$ cat config.mk
export PLATFORM = sky130hd
export DESIGN_NAME = demux1_8_reg_flat
export DESIGN_NICKNAME = d
export VERILOG_FILES = /design/src/rtl/demux1_8_reg_pkg.sv /design/src/rtl/demux1_8_reg_if.sv /design/src/rtl/demux1_8_reg_chan.sv /design/src/rtl/demux1_8_reg.sv /design/src/flat_wrapper.sv
export SDC_FILE = /design/constraint.sdc
export NUM_CORES = 1
export LEC_CHECK = 0
export ABC_AREA = 1
export CAP_MARGIN = 20
export CORE_MARGIN = 2
export CORE_UTILIZATION = 25
export DETAILED_ROUTE_END_ITERATION = 8
export PLACE_DENSITY_LB_ADDON = 0.15
export SYNTH_ARGS = -nofsm -noshare
export SYNTH_HDL_FRONTEND = slang
export SYNTH_HIERARCHICAL = 1
export SYNTH_SLANG_ARGS = --single-unit
$ cat constraint.sdc
create_clock -name clk -period 1.9 [get_ports clk]
set_input_delay 0.285 -clock clk [delete_from_list [all_inputs] [get_ports clk]]
set_output_delay 0.285 -clock clk [all_outputs]
set_load 0.05 [all_outputs]
$ cat src/rtl/demux1_8_reg_pkg.sv
// Shared constants and types for the registered 1-to-N byte distributor.
package demux_pkg;

    localparam int WIDTH = 8;
    localparam int N     = 8;
    localparam int LOG2N = 3;

    typedef logic [LOG2N-1:0] ch_idx_t;
    typedef logic [WIDTH-1:0] byte_t;

    // Round-robin successor; N is a power of two so the natural wrap is mod N.
    function automatic ch_idx_t ptr_next(input ch_idx_t p);
        return p + ch_idx_t'(1);
    endfunction

endpackage

$ cat src/rtl/demux1_8_reg_if.sv
// Input stream, per-channel outputs and round-robin pointer of the distributor.
interface demux1_8_reg_if;
    import demux_pkg::*;

    byte_t                din;
    logic                 in_valid;
    logic                 in_ready;
    ch_idx_t              sel;
    logic                 auto_mode;
    logic [N*WIDTH-1:0]   out_data;
    logic [N-1:0]         out_valid;
    logic [N-1:0]         out_ready;
    ch_idx_t              rr_ptr;

    // Producer and consumers of the block.
    modport master (
        output din, in_valid, sel, auto_mode, out_ready,
        input  in_ready, out_data, out_valid, rr_ptr
    );

    // The distributor itself.
    modport slave (
        input  din, in_valid, sel, auto_mode, out_ready,
        output in_ready, out_data, out_valid, rr_ptr
    );
endinterface

$ cat src/rtl/demux1_8_reg_chan.sv
// One-entry holding register for a single output channel.
// A load wins over a drain, so a byte can be replaced in the same cycle the
// consumer takes the previous one (full-rate streaming into a ready channel).
module demux_chan_reg
    import demux_pkg::*;
(
    input  logic  clk,
    input  logic  rst,
    input  logic  load,
    input  byte_t data_in,
    input  logic  ready,
    output logic  valid,
    output byte_t data_out,
    output logic  can_load
);

    logic  valid_d;
    logic  valid_q;
    byte_t data_d;
    byte_t data_q;

    // Next-state: load replaces the entry, otherwise a consumed entry empties.
    always_comb begin
        valid_d = valid_q;
        data_d  = data_q;
        if (load) begin
            valid_d = 1'b1;
            data_d  = data_in;
        end else if (valid_q && ready) begin
            valid_d = 1'b0;
        end else begin
            valid_d = valid_q;
        end
    end

    // Entry state, cleared asynchronously.
    always_ff @(posedge clk or posedge rst) begin
        if (rst) begin
            valid_q <= 1'b0;
            data_q  <= '0;
        end else begin
            valid_q <= valid_d;
            data_q  <= data_d;
        end
    end

    assign valid    = valid_q;
    assign data_out = data_q;
    // Free now, or freed by the consumer on this same edge.
    assign can_load = !valid_q || ready;

endmodule

$ cat src/rtl/demux1_8_reg.sv
// Registered 1-to-N byte distributor: steers each accepted input byte into the
// holding register of the selected (or round-robin) channel.
module demux1_8_reg
    import demux_pkg::*;
(
    input  logic           clk,
    input  logic           rst,
    demux1_8_reg_if.slave  bus
);

    ch_idx_t            ch_s;
    logic               in_ready_s;
    logic               accept_s;
    logic [N-1:0]       load_s;
    logic [N-1:0]       can_load_s;
    logic [N-1:0]       valid_s;
    byte_t              data_s [N];
    logic [N*WIDTH-1:0] out_data_s;
    ch_idx_t            rr_ptr_d;
    ch_idx_t            rr_ptr_q;

    // Target channel and input handshake; mode and select act in the same cycle.
    always_comb begin
        ch_s       = bus.auto_mode ? rr_ptr_q : bus.sel;
        in_ready_s = can_load_s[ch_s];
        accept_s   = bus.in_valid && in_ready_s;
    end

    // One-hot load strobe for the target channel.
    always_comb begin
        load_s = '0;
        for (int k = 0; k < N; k++) begin
            load_s[k] = accept_s && (ch_s == ch_idx_t'(k));
        end
    end

    // Pointer advances only on a round-robin accept; a stalled target blocks.
    always_comb begin
        if (accept_s && bus.auto_mode) begin
            rr_ptr_d = ptr_next(rr_ptr_q);
        end else begin
            rr_ptr_d = rr_ptr_q;
        end
    end

    // Round-robin pointer register.
    always_ff @(posedge clk or posedge rst) begin
        if (rst) begin
            rr_ptr_q <= '0;
        end else begin
            rr_ptr_q <= rr_ptr_d;
        end
    end

    for (genvar g = 0; g < N; g++) begin : g_chan
        demux_chan_reg u_chan (
            .clk      (clk),
            .rst      (rst),
            .load     (load_s[g]),
            .data_in  (bus.din),
            .ready    (bus.out_ready[g]),
            .valid    (valid_s[g]),
            .data_out (data_s[g]),
            .can_load (can_load_s[g])
        );
    end

    // Flatten channel registers onto the output bus.
    always_comb begin
        out_data_s = '0;
        for (int k = 0; k < N; k++) begin
            out_data_s[k*WIDTH +: WIDTH] = data_s[k];
        end
    end

    assign bus.in_ready  = in_ready_s;
    assign bus.out_valid = valid_s;
    assign bus.out_data  = out_data_s;
    assign bus.rr_ptr    = rr_ptr_q;

endmodule
$ cat src/flat_wrapper.sv
// flat-port wrapper written by rule: the top's interface ports become plain ports
module demux1_8_reg_flat import demux_pkg::*;
  (clk, rst, bus_din, bus_in_valid, bus_sel, bus_auto_mode, bus_out_ready, bus_in_ready, bus_out_data, bus_out_valid, bus_rr_ptr);
  demux1_8_reg_if bus_i ();
  input  logic clk;
  input  logic rst;
  input wire logic [$bits(bus_i.din)-1:0] bus_din;
  input wire logic [$bits(bus_i.in_valid)-1:0] bus_in_valid;
  input wire logic [$bits(bus_i.sel)-1:0] bus_sel;
  input wire logic [$bits(bus_i.auto_mode)-1:0] bus_auto_mode;
  input wire logic [$bits(bus_i.out_ready)-1:0] bus_out_ready;
  output wire logic [$bits(bus_i.in_ready)-1:0] bus_in_ready;
  output wire logic [$bits(bus_i.out_data)-1:0] bus_out_data;
  output wire logic [$bits(bus_i.out_valid)-1:0] bus_out_valid;
  output wire logic [$bits(bus_i.rr_ptr)-1:0] bus_rr_ptr;
  assign bus_i.din = bus_din;
  assign bus_i.in_valid = bus_in_valid;
  assign bus_i.sel = bus_sel;
  assign bus_i.auto_mode = bus_auto_mode;
  assign bus_i.out_ready = bus_out_ready;
  assign bus_in_ready = bus_i.in_ready;
  assign bus_out_data = bus_i.out_data;
  assign bus_out_valid = bus_i.out_valid;
  assign bus_rr_ptr = bus_i.rr_ptr;
  demux1_8_reg u_core (.clk(clk), .rst(rst), .bus(bus_i));
endmodule
==> results of run 1 <==
-- layout make-up --
type / count / area [um^2]
clock buffers: 10 / 239
multi-input cells: 266 / 1180
repair buffers: 142 / 1350
fillers: 1348 / 7610
inverters: 42 / 165
flip-flops and latches: 75 / 1880
clock inverters: 6 / 93.8
well taps: 172 / 215
-- cells by family after synthesis --
logic type | share of synthesized area
xor gates and xnor gates | 0.00267
adders and majority gates | 0.00382
and+or+nand+nor | 0.328
buffers and inverters | 0.0855
DFF | 0.573
AOI/OAI and AO/OA | 0.00764
-- routing by layer --
metal | up-vias | track usage
met5 | - | 0
met2 | 76 | 0.245
met4 | 0 | 0.0379
li1 | 1452 | -
met1 | 1391 | 0.200
met3 | 5 | 0.0347
-- state kept, by name, summed over array words and instances, names as in the netlist --
signal	flops
u_core/g_chan.u_chan/data_out	64
u_core/g_chan.u_chan/valid	8
u_core/bus.rr_ptr	3
-- worst reg2reg max path, delay by kind of cell (launching register included) --
family	cells	cell delay, ps
flip-flops	1	430
AO/OA/AOI/OAI	1	110
AND/OR/NAND/NOR	4	570
buffers and inverters	5	570
-- power breakdown --
group	internal (mW)	switching [mW]	leakage, nW
registers	2.29	0.450	0.946
clock network	1.20	0.686	0.160
logic	1.71	3.50	1.62
-- cell usage after synthesis (all sizes together) --
cell,count,share of area
buf,9,0.031
clkbuf,1,0.0042
dfrtp,75,0.57
ha,1,0.0038
inv,42,0.050
nand2,239,0.28
nand3,9,0.021
nand3b,1,0.0023
nand4,4,0.0076
nor2,5,0.0057
nor3,3,0.0092
o21ai,2,0.0076
or2,1,0.0027
xor2,1,0.0027
-- timing repair --
item	4_1_cts	5_1_grt
pin swaps	2	5
setup endpoints to repair	11	35
endpoints found under the hold margin	0	0
resized for setup	8	19
buffers inserted	5	5
-- per-stage QoR --
stage | hold slack, ps | power, mW | util | TNS (ps) | area [um^2]
CTS | 473 | 9.87 | 0.395 | 0 | 5030
detailed placement | 457 | 7.88 | 0.365 | -20490 | 4640
global placement | 458 | 7.84 | 0.365 | -18970 | 4640
floorplan | 38.7 | 5.97 | - | 0 | 3280
global route | 496 | 10.3 | 0.402 | -29.4 | 5120
finish | 469 | 9.84 | 0.402 | 0 | 5120
-- final timing paths --
| path | startpoint | to | slack, ps | cells past startpoint |
|---|---|---|---|---|
| worst max-delay path | u_core/bus.rr_ptr[2]$_DFFE_PP0P_ | bus_in_ready | 40 | 7 |
| worst min-delay path | u_core/g_chan[5].u_chan/data_out[2]$_DFFE_PP0P_ | u_core/g_chan[5].u_chan/data_out[2]$_DFFE_PP0P_ | 470 | 2 |
| worst max register to register | u_core/bus.rr_ptr[2]$_DFFE_PP0P_ | u_core/g_chan[3].u_chan/data_out[3]$_DFFE_PP0P_ | 110 | 10 |
| worst min register to register | u_core/g_chan[5].u_chan/data_out[2]$_DFFE_PP0P_ | u_core/g_chan[5].u_chan/data_out[2]$_DFFE_PP0P_ | 470 | 2 |
| max in group asynchronous | rst | u_core/g_chan[6].u_chan/valid$_DFFE_PP0P_ | 940 | 2 |
| min in group asynchronous | rst | u_core/bus.rr_ptr[2]$_DFFE_PP0P_ | 560 | 2 |
==> impl_metrics.ini, run 1 <==
[detailed_routing]
vias_per_cell = 4.10
ant_nets = 0
routed.top_layer = met4
firstDrtPassIters = 4
wl_met3_um = 446
wl_per_cell_um = 14.4
drt-met1-wl_mm = 4.71
drt_iter0_drc = 123
routed_wirelength_mm = 10.2
drc = 0
dr_total_vias = 2924
wl_met2_mm = 5.00

[synth]
synth-seq-cells = 75
syn_area_per_cell_um2 = 8.34
syn-num-nets = 417
syn_inst = 393
yosysSeqAreaShare = 0.573
ys_types = 22
ys_warn_count = 6
netlist_area_um2 = 3280

[global_routing]
antenna_found_initial = 0
grt_pass1_vias = 2871
grt.total_usage = 0.150
grt_max_degree = 15
grt_pass1_wl_mm = 15.9
grt_overflow = 0

[clocking]
clkLatencyLatePin_ps = 330
clockBufferDepth = 2
cts_tree = done
root_buffer = clkbuf_16
numCtsBuffers = 9
cts_sinks = 75
cts-hold-fix-buffers = 0
clk_pin_slew_ps = 60
h-tree-depth = 3

[place]
place_hpwl_mm = 7.28
pre_cts_slack_ps = -421
port_buffers = 98
post-place-cells = 687
routabilityCongestion = 0.833

[setup_path]
critical_path_class = flop to output pin
crit_chain = or2_4 > o21ai_4 > inv_6 > nand3_4 > nand2_4 > buf_6 > buf_12
crit_buf_inv = 3
critical-path-top-delay-family = flip-flops
critPathMaxStageDelay_ps = 430
cp-start-kind = flop
crit_required_ps = 1620
critPathSlowestCell = dfrtp_2
worstSetupEndpointType = output pin
cp.arrival_ps = 1580
path_max_fanout = 4

[timing]
max_slew.worst_pin.slew_ps = 594
drv_slew = 0
maxSlewHeadroom = 0.603
fin_crit_sh = 0.980
fmax_mhz = 537
rsz0062_at_grt = true
finClkSkew_ps = 7.48
fin_ws_ps = 38.7
finalHoldViolations = 0
setup-violations-final = 0
fin_crit_ps = 1860

[die]
ios = 99
die_h_um = 119
core_um2 = 12700
die_w_um = 119
start_util = 0.258
rows = 41
dieArea_um2 = 14000

[final_layout]
layout-area-overhead-vs-synth_pct = 56.1
final_common_cell = nand2_1
antenna_cells = 0
drive_above_1_share = 0.192
nets = 560
final_cell_mix = 223 x nand2_1, 93 x clkdlybuf4s50_1, 72 x dfrtp_1, 40 x buf_4, 28 x inv_1
stdcell_count = 713

[run_status]
status = completed

[power]
p_leak_nw = 2.72
powerDensity_nw_per_um2 = 1920
vdd_drop_max_v = 0.00102

[flow_run]
maxCapViolations = 0

[hold_path]
hold_class = flop to flop
No activity file was read; power rests on OpenSTA's default activity.
==> inputs of run 2 (changes only) <==
- CTS_BUF_LIST: unset -> sky130_fd_sc_hd__clkbuf_4 sky130_fd_sc_hd__clkbuf_8 sky130_fd_sc_hd__clkbuf_16
- CTS_CLUSTER_DIAMETER: unset -> 60
==> results of run 2 <==
The final DEF is identical to that of run 1; final timing and power are the same.
==> inputs of run 3 (changes only) <==
- HOLD_SLACK_MARGIN: unset -> 0.03
==> results of run 3 <==
The final DEF is identical to that of run 1; final timing and power are the same.
